`src/rtl/xheep_fpga_ctrl_pkg.sv`:
```
// Shared types for the X-HEEP FPGA run controller.
// Holds the run FSM encoding, counter width and hold-counter sizing helper.
package xheep_fpga_ctrl_pkg;

  localparam int CNT_W = 32;

  typedef enum logic [1:0] {
    ST_HOLD    = 2'd0,
    ST_RUN     = 2'd1,
    ST_DONE    = 2'd2,
    ST_TIMEOUT = 2'd3
  } run_state_e;

  function automatic int hold_cnt_width(input int hold_cycles);
    return (hold_cycles <= 2) ? 1 : $clog2(hold_cycles);
  endfunction

endpackage

```
`src/rtl/xheep_fpga_sync.sv`:
```
// Multi-stage flip-flop synchroniser for one asynchronous level, resets to 0.
// Ports: clk, rst_n (async active-low), d (async input), q (synchronised).
module xheep_fpga_sync #(
  parameter int SYNC_STAGES = 2
) (
  input  logic clk,
  input  logic rst_n,
  input  logic d,
  output logic q
);

  logic [SYNC_STAGES-1:0] ff;

  always_ff @(posedge clk or negedge rst_n) begin
    if (!rst_n) begin
      ff <= '0;
    end else begin
      ff <= {ff[SYNC_STAGES-2:0], d};
    end
  end

  assign q = ff[SYNC_STAGES-1];

endmodule

```
`src/rtl/xheep_fpga_run_ctrl.sv`:
```
// Board run controller: sequences x_heep reset and boot straps, then reports exit/timeout.
// Ports: clk_i/rst_ni, async requests, exit_valid/value in; sys reset, straps, status out.
module xheep_fpga_run_ctrl
  import xheep_fpga_ctrl_pkg::*;
#(
  parameter int RST_HOLD_CYCLES    = 16,
  parameter int STRAP_SETUP_CYCLES = 4,
  parameter int TIMEOUT_CYCLES     = 0,
  parameter int SYNC_STAGES        = 2
) (
  input  logic             clk_i,
  input  logic             rst_ni,
  input  logic             run_req_i,
  input  logic             boot_select_cfg_i,
  input  logic             exec_flash_cfg_i,
  input  logic             exit_valid_i,
  input  logic [31:0]      exit_value_i,
  output logic             sys_rst_no,
  output logic             boot_select_o,
  output logic             execute_from_flash_o,
  output logic             done_o,
  output logic             pass_o,
  output logic             timeout_o,
  output logic [31:0]      exit_code_o,
  output logic [CNT_W-1:0] cycle_count_o,
  output logic [1:0]       state_o
);

  localparam int HW = hold_cnt_width(RST_HOLD_CYCLES);
  localparam logic [HW-1:0] HOLD_LAST =
    HW'(RST_HOLD_CYCLES - 1);
  localparam logic [HW-1:0] STRAP_END =
    HW'(RST_HOLD_CYCLES - STRAP_SETUP_CYCLES);
  localparam logic [CNT_W-1:0] TO_LAST =
    CNT_W'(TIMEOUT_CYCLES - 1);
  localparam bit TO_EN = (TIMEOUT_CYCLES != 0);

  logic req, bs, ef;

  xheep_fpga_sync #(.SYNC_STAGES(SYNC_STAGES)) u_sync_req (
    .clk(clk_i), .rst_n(rst_ni), .d(run_req_i), .q(req)
  );
  xheep_fpga_sync #(.SYNC_STAGES(SYNC_STAGES)) u_sync_bs (
    .clk(clk_i), .rst_n(rst_ni), .d(boot_select_cfg_i), .q(bs)
  );
  xheep_fpga_sync #(.SYNC_STAGES(SYNC_STAGES)) u_sync_ef (
    .clk(clk_i), .rst_n(rst_ni), .d(exec_flash_cfg_i), .q(ef)
  );

  run_state_e       state_q, state_d;
  logic [HW-1:0]    hold_q, hold_d;
  logic [CNT_W-1:0] cnt_q, cnt_d;
  logic [31:0]      code_q, code_d;
  logic done_q, done_d;
  logic pass_q, pass_d;
  logic tmo_q, tmo_d;
  logic boot_q, boot_d;
  logic flash_q, flash_d;
  logic srst_q;

  always_comb begin
    state_d = state_q;
    hold_d  = hold_q;
    cnt_d   = cnt_q;
    code_d  = code_q;
    done_d  = done_q;
    pass_d  = pass_q;
    tmo_d   = tmo_q;
    boot_d  = boot_q;
    flash_d = flash_q;
    unique case (state_q)
      ST_HOLD: begin
        // straps follow the board only until the setup window starts
        if (hold_q < STRAP_END) begin
          boot_d  = bs;
          flash_d = ef;
        end
        if (req) begin
          hold_d = '0;
        end else if (hold_q == HOLD_LAST) begin
          state_d = ST_RUN;
        end else begin
          hold_d = hold_q + 1'b1;
        end
      end
      ST_RUN: begin
        if (cnt_q != '1) cnt_d = cnt_q + 1'b1;
        if (exit_valid_i) begin
          code_d  = exit_value_i;
          done_d  = 1'b1;
          pass_d  = (exit_value_i == 32'd0);
          state_d = ST_DONE;
        end else if (TO_EN && cnt_q == TO_LAST) begin
          tmo_d   = 1'b1;
          state_d = ST_TIMEOUT;
        end
      end
      ST_DONE, ST_TIMEOUT: begin
      end
    endcase
    // a request from any active state restarts the reset sequence
    if (req && state_q != ST_HOLD) begin
      state_d = ST_HOLD;
      hold_d  = '0;
      cnt_d   = '0;
      code_d  = '0;
      done_d  = 1'b0;
      pass_d  = 1'b0;
      tmo_d   = 1'b0;
    end
  end

  always_ff @(posedge clk_i or negedge rst_ni) begin
    if (!rst_ni) begin
      state_q <= ST_HOLD;
      hold_q  <= '0;
      cnt_q   <= '0;
      code_q  <= '0;
      done_q  <= 1'b0;
      pass_q  <= 1'b0;
      tmo_q   <= 1'b0;
      boot_q  <= 1'b0;
      flash_q <= 1'b0;
      srst_q  <= 1'b0;
    end else begin
      state_q <= state_d;
      hold_q  <= hold_d;
      cnt_q   <= cnt_d;
      code_q  <= code_d;
      done_q  <= done_d;
      pass_q  <= pass_d;
      tmo_q   <= tmo_d;
      boot_q  <= boot_d;
      flash_q <= flash_d;
      srst_q  <= (state_d != ST_HOLD);
    end
  end

  assign sys_rst_no           = srst_q;
  assign boot_select_o        = boot_q;
  assign execute_from_flash_o = flash_q;
  assign done_o               = done_q;
  assign pass_o               = pass_q;
  assign timeout_o            = tmo_q;
  assign exit_code_o          = code_q;
  assign cycle_count_o        = cnt_q;
  assign state_o              = state_q;

endmodule
```
`config.mk`:
```
export PLATFORM = sky130hd
export DESIGN_NAME = xheep_fpga_run_ctrl
export DESIGN_NICKNAME = d
export VERILOG_FILES = /design/src/rtl/xheep_fpga_ctrl_pkg.sv /design/src/rtl/xheep_fpga_sync.sv /design/src/rtl/xheep_fpga_run_ctrl.sv
export SDC_FILE = /design/constraint.sdc
export NUM_CORES = 1
export LEC_CHECK = 0
export ABC_CLOCK_PERIOD_IN_PS = 2400
export BUFFER_PORTS_ARGS = -buffer_cell sky130_fd_sc_hd__clkbuf_2
export CAP_MARGIN = 20
export CORE_UTILIZATION = 40
export CTS_CLUSTER_DIAMETER = 50
export CTS_CLUSTER_SIZE = 40
export DETAILED_ROUTE_END_ITERATION = 10
export REMOVE_ABC_BUFFERS = 1
export SYNTH_ARGS = -nofsm -noshare
export SYNTH_HDL_FRONTEND = slang
export SYNTH_SLANG_ARGS = --single-unit
```
`constraint.sdc`:
```
create_clock -name clk_i -period 2.4 [get_ports clk_i]
set_input_delay 0.12 -clock clk_i [delete_from_list [all_inputs] [get_ports clk_i]]
set_output_delay 0.12 -clock clk_i [all_outputs]
set_load 0.02 [all_outputs]
```
==> results of run 1 <==
==> metrics by stage <==
step | utilization, % | total power [mW] | cell area, µm² | setup slack (ns)
after floorplan | - | 1.427 | 3794 | -0.02394
after global placement | 50.73 | 1.506 | 4732 | 0.2490
after detailed placement | 50.73 | 1.508 | 4732 | 0.1618
after CTS | 56.38 | 2.865 | 5259 | 0.1066
after global routing | 56.61 | 2.946 | 5280 | 0.03729
final | 56.61 | 2.842 | 5280 | 0.1822
==> sequential cells by signal, indices dropped and copies added, names as in the netlist <==
signal / cells
state_o: 2
execute_from_flash_o: 1
u_sync_req.ff: 2
u_sync_bs.ff: 2
done_o: 1
exit_code_o: 32
hold_q: 4
cycle_count_o: 32
u_sync_ef.ff: 2
pass_o: 1
sys_rst_no: 1
boot_select_o: 1
==> layout make-up <==
type                       count  area [µm²]
multi-input combinational    272        1759
timing repair buffer         163        1036
clock inverter                 6       138.9
fill                         846        4048
inverter                       8       30.03
clock buffer                  10       127.6
sequential                    81        2027
tap                          129       161.4
==> repair_timing <==
| item | in CTS | in global routing |
|---|---|---|
| setup endpoints to repair | 0 | 14 |
| resized for setup | 0 | 2 |
| hold endpoints to repair | 67 | 1 |
| hold buffers | 26 | 1 |
==> layout by cell type, fill, tap and decap left out, types with 7 or more instances in the layout <==
master | netlist | layout
nand3_1 | 23 | 22
a21oi_1 | 17 | 17
inv_1 | 8 | 8
a31oi_1 | 14 | 14
nand2_1 | 32 | 32
nand4_1 | 13 | 13
a22o_1 | 32 | 32
nor3_1 | 9 | 9
dfrtp_1 | 81 | 81
buf_4 | 3 | 28
nor2_1 | 18 | 17
dlygate4sd3_1 | 0 | 27
o21ai_0 | 19 | 19
o31ai_1 | 12 | 12
clkbuf_2 | 1 | 107
clkbuf_8 | 0 | 9
nor4_1 | 18 | 17
and3_1 | 7 | 7
==> worst max-delay path by stage <==
stage,to,slack (ns),cells after the start
2_1_floorplan,cycle_count_o[18]$_DFFE_PN0P_,-0.02,6
3_3_place_gp,cycle_count_o[1]$_DFFE_PN0P_,0.25,7
3_5_place_dp,cycle_count_o[28]$_DFFE_PN0P_,0.16,7
4_1_cts,cycle_count_o[1]$_DFFE_PN0P_,0.11,7
5_1_grt,cycle_count_o[20]$_DFFE_PN0P_,0.04,6
6_report,cycle_count_o[28]$_DFFE_PN0P_,0.18,7
==> report_power, final <==
part           switching [mW]  leakage (nW)  total (mW)  internal, mW
combinational          0.0664          1.31       0.131        0.0649
clock                   0.524         0.129        1.33         0.804
sequential            0.00821          1.11        1.38          1.37
total                   0.598          2.55        2.84          2.24
==> worst max-delay path: stages (launching register included) <==
cell and delay [ns]:
dfrtp_1 0.36, ha_1 0.26, nand3_2 0.17, or4_4 0.60, nor4_4 0.33, buf_4 0.24
a211o_1 0.11, a21o_1 0.10
==> routing by layer <==
metal | part of all wire (%) | vias up | GRT usage (%)
met1 | 44 | 1818 | 30.97
met3 | 5.9 | 21 | 4.716
li1 | - | 1786 | -
met4 | 2.2 | 0 | 9.142
met5 | 0 | - | 0
met2 | 48 | 134 | 35.67
==> cell families after synthesis <==
logic type,after synthesis
adders and majority gates,2
AOI/OAI and AO/OA,118
DFF,81
muxes,3
buffers and inverters,31
and+or+nand+nor,146
xor gates and xnor gates,2
other,1
==> results.txt, run 1 <==
The portion of synthesized area spent on multiplexers is 0.8331%. The gate count of the mapped netlist came out at 384. The flip-flop and latch count after synthesis is 81. The floorplan step set the die width to 100.8 µm.

For this run, the register share of the synthesized area comes to 51.91%. In this run the critical register-to-register path is launched from cycle_count_o[0]$_DFFE_PN0P_. dfrtp_1 takes more of the synthesized area than any other cell. After detailed routing, the number of remaining DRC violations is 0. 110 I/O pins were placed.

The initial antenna violation count is 0, and the number of clock buffers inserted by TritonCTS is 9. Measured in cells, the most critical reg-to-reg path has a length of 7. The tools report the cell chosen for the clock root as clkbuf_8. After synthesis, the largest family of logic cells by area is compound AO/OA/AOI/OAI gates.

Derived from the worst setup path, the maximum achievable clock frequency is 0.4509 GHz. For the total iterations of the first detailed-routing run, the log shows 4. The repair_antennas step left the layout with diodes totalling 0. Dividing total power by cell area gives a power density of 538.2 mW/mm². Relative to the synthesized area, the layout overhead comes to 35.21%. The worst hold path passes through 2 cells. Setup slack on the worst reg-to-reg path comes out at 0.18 ns. The number of hold-slack violations in the final timing report is 0, and the critical path required time is 2.70 ns. Tracing the worst setup path back leads to its startpoint at cycle_count_o[0]$_DFFE_PN0P_.

The post-route clock period utilization is 92.41%. Starting utilization of the core area: 41.86%. The final layout contains routed wiring with a total length of 11020 µm. For the number of global-route vias before repair, the log shows 3538. The average detailed-routed wire length per instance came out at 16.47 µm. The final layout contains 575 nets. Routability-driven placement finished with a final weighted congestion of 0.8409.

In this run the worst hold path is classified as in2reg. In the final layout, the share of cells above drive strength 1 is 31.48%. The number of vias per cell is 5.619, and the final critical delay including setup and external delays is 2.218 ns. The commonest cells after synthesis are 81 x dfrtp_1, 32 x a22o_1, 32 x nand2_1. The most numerous cell in the Yosys netlist is dfrtp_1. The die is 100.8 µm tall.

Setup repair after global routing left no endpoint under its margin. Post-CTS timing repair inserted 0 buffers for setup. In the post-synthesis netlist, the biggest area contributors are dfrtp_1 52%, a22o_1 7.2%, nand2_1 3.1%. The endpoint identified for the worst register-to-register timing path is cycle_count_o[28]$_DFFE_PN0P_.

For the number of warning messages in the yosys log, the log shows 0. Actual slew at the worst max-slew pin: 0.5848 ns. The count of maximum capacitance violations is 0, and the maximum number of pins on one net before global-route repair is 44. The end point of the worst hold path was exit_code_o[18]$_DFFE_PN0P_. Kind of critical path: reg2reg.

The run gives 60.75% as the headroom to the max-slew limit. Clock latency on the worst-skew pair, taken at its later pin, is 0.35 ns. Data arrives at the worst endpoint at 2.52 ns. The total of endpoints with negative setup slack in the final report is 0. The critical path startpoint category is a register. In this run the remaining antenna-violating nets after routing total 0. The clock sink count came out at 81.

The fraction of the mapped netlist area in simple logic gates was 20.86%. For this block, the initial DRC count from the detailed router was 180. The final instance count without filler cells is 669.

The logs give 2 for the maximum buffer depth of the clock tree and 0 for the count of pins over their slew limit. In this run the most critical hold path is launched from exit_value_i[18]. The synthesized netlist devotes 21.60% of its cell area to compound gates.

Dividing the synthesized area by the synthesized cell count gives 10.17 µm². The tools report the number of standard-cell rows in the floorplan as 35. The detailed router placed 3759 vias in this run. The tools report the largest clock skew in the final design as 0.01095 ns. The overall track demand over capacity in global routing is 22.77%. The port buffer count was 108. The floorplan step defined a die boundary enclosing 0.01016 mm². The final worst hold slack was 0.009404 ns; the number of enable-type register cells in the synthesized netlist was 0. Summed over all cells, the static leakage comes to 2.549 nW. The total area inside the core boundary comes to 0.009328 mm².

TritonCTS built the clock tree. Yosys mapped the design onto 57 distinct sky130hd cell types. Of the total synthesized cell area, the portion taken by XOR and XNOR cells is 0.4486%. The sum of negative setup slack was 0 ns. The flow ran to the end, and the final reports show no timing, DRC or antenna violations. The peak fanout along the critical path was 9; the share of synthesized cell area in full adder, half adder and majority cells was 0.6408%. Counting tap cells, the placed design contains a total of 626 instances. The worst-case IR drop observed on VDD is 0.2890 mV. In the synthesized netlist the dominant register cell turns out to be dfrtp_1. The first global-routing pass estimated 17890 µm of wire.

The fraction of registers with async set/reset works out to 100.0%. The clock tree synthesis step divided the H-tree into 3 levels. After clock tree synthesis, the clock-pin slew on the worst setup and hold paths is 0.09 ns. Detailed placement HPWL: 7555 µm. The total overflow reported by the global router was 0. The share of the synthesized area in the top cell type came out at 51.91%. STA classifies the critical path endpoint as a register. The run gives 0.003905 mm² as the combined area of all synthesized cells.
(Power assumes the default switching activity.)
==> run 2: changes to the inputs <==
--- a/config.mk
+++ b/config.mk
@@ -8,10 +8,11 @@
 export ABC_CLOCK_PERIOD_IN_PS = 2400
 export BUFFER_PORTS_ARGS = -buffer_cell sky130_fd_sc_hd__clkbuf_2
 export CAP_MARGIN = 20
-export CORE_UTILIZATION = 40
+export CORE_UTILIZATION = 52
 export CTS_CLUSTER_DIAMETER = 50
 export CTS_CLUSTER_SIZE = 40
 export DETAILED_ROUTE_END_ITERATION = 10
+export PLACE_DENSITY = 0.8
 export REMOVE_ABC_BUFFERS = 1
 export SYNTH_ARGS = -nofsm -noshare
 export SYNTH_HDL_FRONTEND = slang
==> run 2 against run 1 <==
Combinational power shrank 7%. Non-clock buffer count shrank 12. Register-to-register slack lost 0.06 ns. First-iteration DRC count grew 87%. Sequential cell count is the same. Sequential power is essentially flat. Worst hold slack gained 0.00071 ns. Routed wire length shrank 2.7%. Design area shrank 4.0%. Count of clock-buffer cells in the layout is the same. Critical path depth shrank 1. Worst setup slack lost 0.060 ns.
==> results.txt, run 2 (synthesis gave the netlist of run 1 again) <==
The full die area was 0.007860 mm² (-23%); the maximum number of pins on one net before global-route repair was 46 (+4.5%). The placer congestion estimate was 0.8896 (+5.8%); the maximum buffer depth of the clock tree was 2 (unchanged). The starting utilization of the core area is 53.84% (+12 points), and the total iterations of the first detailed-routing run is 5 (+1).

The total overflow reported by the global router was 0 (unchanged); the count of pins over their slew limit was 0 (unchanged). The run gives 10720 µm (-2.7%) as the detailed-route wire length. The number of setup buffers added after CTS came out at 0 (unchanged). The flow ran to the end, and the final reports show no timing, DRC or antenna violations. Traced cell by cell, the critical path runs through ha_1, nand3_2, or4_4, o31a_2, o21ai_2, a211o_1. The run gives 0.007253 mm² (-22%) as the core area.

The insertion delay to the later sink of the worst-skew pair was 0.36 ns (about the same); the reg2reg setup slack was 0.12 ns (-0.06 ns). The logs give 337 (+87%) for the violation count after the first detailed-route iteration and 59.33% (-1.4 points) for the headroom to the max-slew limit. Leaving out fill and tap cells, the most frequent cell in the layout is clkbuf_2.

The tightest min-delay check is of the in2reg type. The tools report the antenna cell count as 0 (unchanged). The post-route clock period utilization was 94.93% (+2.5 points).

The worst register-to-register path begins at cycle_count_o[1]$_DFFE_PN0P_. Summed area of non-filler cells in the final layout: 0.005070 mm² (-4.0%). For the initial antenna violation count, the log shows 0 (unchanged). The sum of negative setup slack was 0 ns (unchanged).

The worst setup path is launched from a register. Following the worst setup path forward leads to its endpoint at cycle_count_o[13]$_DFFE_PN0P_. The final critical delay including setup and external delays works out to 2.278 ns (+0.06042 ns). The overall via count from detail_route was 3839 (+2.1%); the delay of the slowest cell on the worst path was 0.59 ns (about the same). The tools report the pre-CTS worst setup slack as 0.1210 ns (-0.04083 ns). The power density over the cells works out to 494.8 mW/mm² (-8.1%).

For the final instance count without filler cells, the log shows 627 (-6.3%). The peak fanout along the critical path is 5 (-4). The tools report the worst flop-to-flop path endpoint as cycle_count_o[13]$_DFFE_PN0P_. The number of global-route vias before repair was 3566 (+0.79%); the total of endpoints with negative setup slack in the final report was 0 (unchanged). The tools report the endpoint type of the worst setup path as a register.

The maximum vdd drop is 0.4287 mV (+48%). The run gives 31 (-11%) as the number of standard-cell rows in the floorplan. The run gives 2.57 ns (+0.05 ns) as the worst path arrival time. The instance area at placement was 0.004649 mm² (-1.7%); the end-of-flow core utilization was 69.90% (+13 points).

The die boundary width was 88.66 µm (-12%). The tools report the start point of the critical path as cycle_count_o[1]$_DFFE_PN0P_. The critical path required time was 2.69 ns (about the same).

The tools report the post-layout worst setup margin as 0.1217 ns (-0.06042 ns). The average detailed-routed wire length per instance was 17.10 µm (+3.8%). Ratio of cells with drive above 1 in the final layout: 31.06% (-0.42 points). Clock sink count: 81 (unchanged). The number of hold-slack violations in the final timing report came out at 0 (unchanged). The overall track demand over capacity in global routing came out at 28.52% (+5.7 points).

The height of the die is 88.66 µm (-12%), and the number of I/O pins is 110 (unchanged). The slowest stage of the critical path belongs to the cell or4_4. The port buffer count came out at 108 (unchanged). The H-tree depth reported by CTS came out at 3 (unchanged). The largest clock skew in the final design was 0.01255 ns (+0.001599 ns); the clock transition at the registers of the reported paths was 0.09 ns (about the same). The tools report the global-route wire length before repair as 17160 µm (-4.1%).

The cell chosen for the clock root was clkbuf_8. The highest clock frequency the design can meet is 0.4389 GHz (-2.7%). The number of cell instances on the worst register-to-register path was 6 (-1); the actual slew at the worst max-slew pin was 0.6074 ns (+0.02263 ns).

The leakage power of the design was 2.456 nW (-3.7%); the count of maximum capacitance violations was 0 (unchanged). The number of clock buffers inserted by TritonCTS came out at 9 (unchanged). In the layout the commonest cells are 107 x clkbuf_2, 81 x dfrtp_1, 32 x nand2_1, 32 x a22o_1, 22 x nand3_1. Setup repair after global routing left no endpoint under its margin.

The remaining design rule violation count was 0 (unchanged); the post-detailed-route count of antenna-violating nets was 0 (unchanged). The number of nets in the finished design is 563 (-2.1%), and the layout overhead on the synthesized area is 29.83%. The number of placed instances with taps included came out at 590 (-5.8%).

The number of vias per cell was 6.123 (+9.0%). TritonCTS built the clock tree. The run gives 7350 µm (-2.7%) as the detailed placement HPWL.

The worst setup path is of the reg2reg kind.
-- run 2: worst min-delay path by stage --
stage               cells past startpoint  slack, ns                            to             start
floorplan                               0      -0.18     boot_select_o$_DFFE_PN0P_            rst_ni
global placement                        1       0.11  cycle_count_o[6]$_DFFE_PN0P_            rst_ni
detailed placement                      1       0.11  cycle_count_o[2]$_DFFE_PN0P_            rst_ni
CTS                                     2     0.0005   exit_code_o[10]$_DFFE_PN0P_  exit_value_i[10]
global route                            2      0.008    exit_code_o[0]$_DFFE_PN0P_   exit_value_i[0]
finish                                  2       0.01   exit_code_o[25]$_DFFE_PN0P_  exit_value_i[25]
-- run 2: cell type report --
type | count | area, µm²
repair buffers | 151 | 934.6
clock buffers | 10 | 127.6
fillers | 540 | 2183
flip-flops and latches | 81 | 2027
clock inverters | 6 | 67.56
multi-input cells | 272 | 1759
well taps | 99 | 123.9
inverters | 8 | 30.03
-- run 2: what timing repair did --
action | in CTS | in global routing
gates resized for setup | 0 | 3
hold buffers | 21 | 0
hold endpoints to repair | 56 | 0
setup endpoints to repair | 0 | 25
-- run 2: layer usage --
layer	vias to the layer above	part of all wire [%]	global-route usage, %
li1	1755	-	-
met1	1889	42	38.05
met2	178	50	46.64
met3	17	6.3	5.410
met4	0	1.4	10.26
met5	-	0	0
-- run 2: through the flow --
step | total power [mW] | hold slack [ns]
5_1_grt | 2.601 | 0.007508
3_3_place_gp | 1.502 | 0.1078
4_1_cts | 2.521 | 0.0005141
3_5_place_dp | 1.506 | 0.1128
6_report | 2.509 | 0.01011
2_1_floorplan | 1.427 | -0.1756
-- run 2: power breakdown --
part	total, mW	switching (mW)	internal (mW)
sequential	1.38	0.00942	1.37
clock	1.00	0.519	0.485
combinational	0.122	0.0640	0.0579
total	2.51	0.592	1.92
-- run 2: critical path: cells and delay by family, from the launching register on --
kind	cells	cell delay, ns
flops	1	0.42
compound gates	3	0.77
simple gates	2	0.76
fa+ha+maj	1	0.27
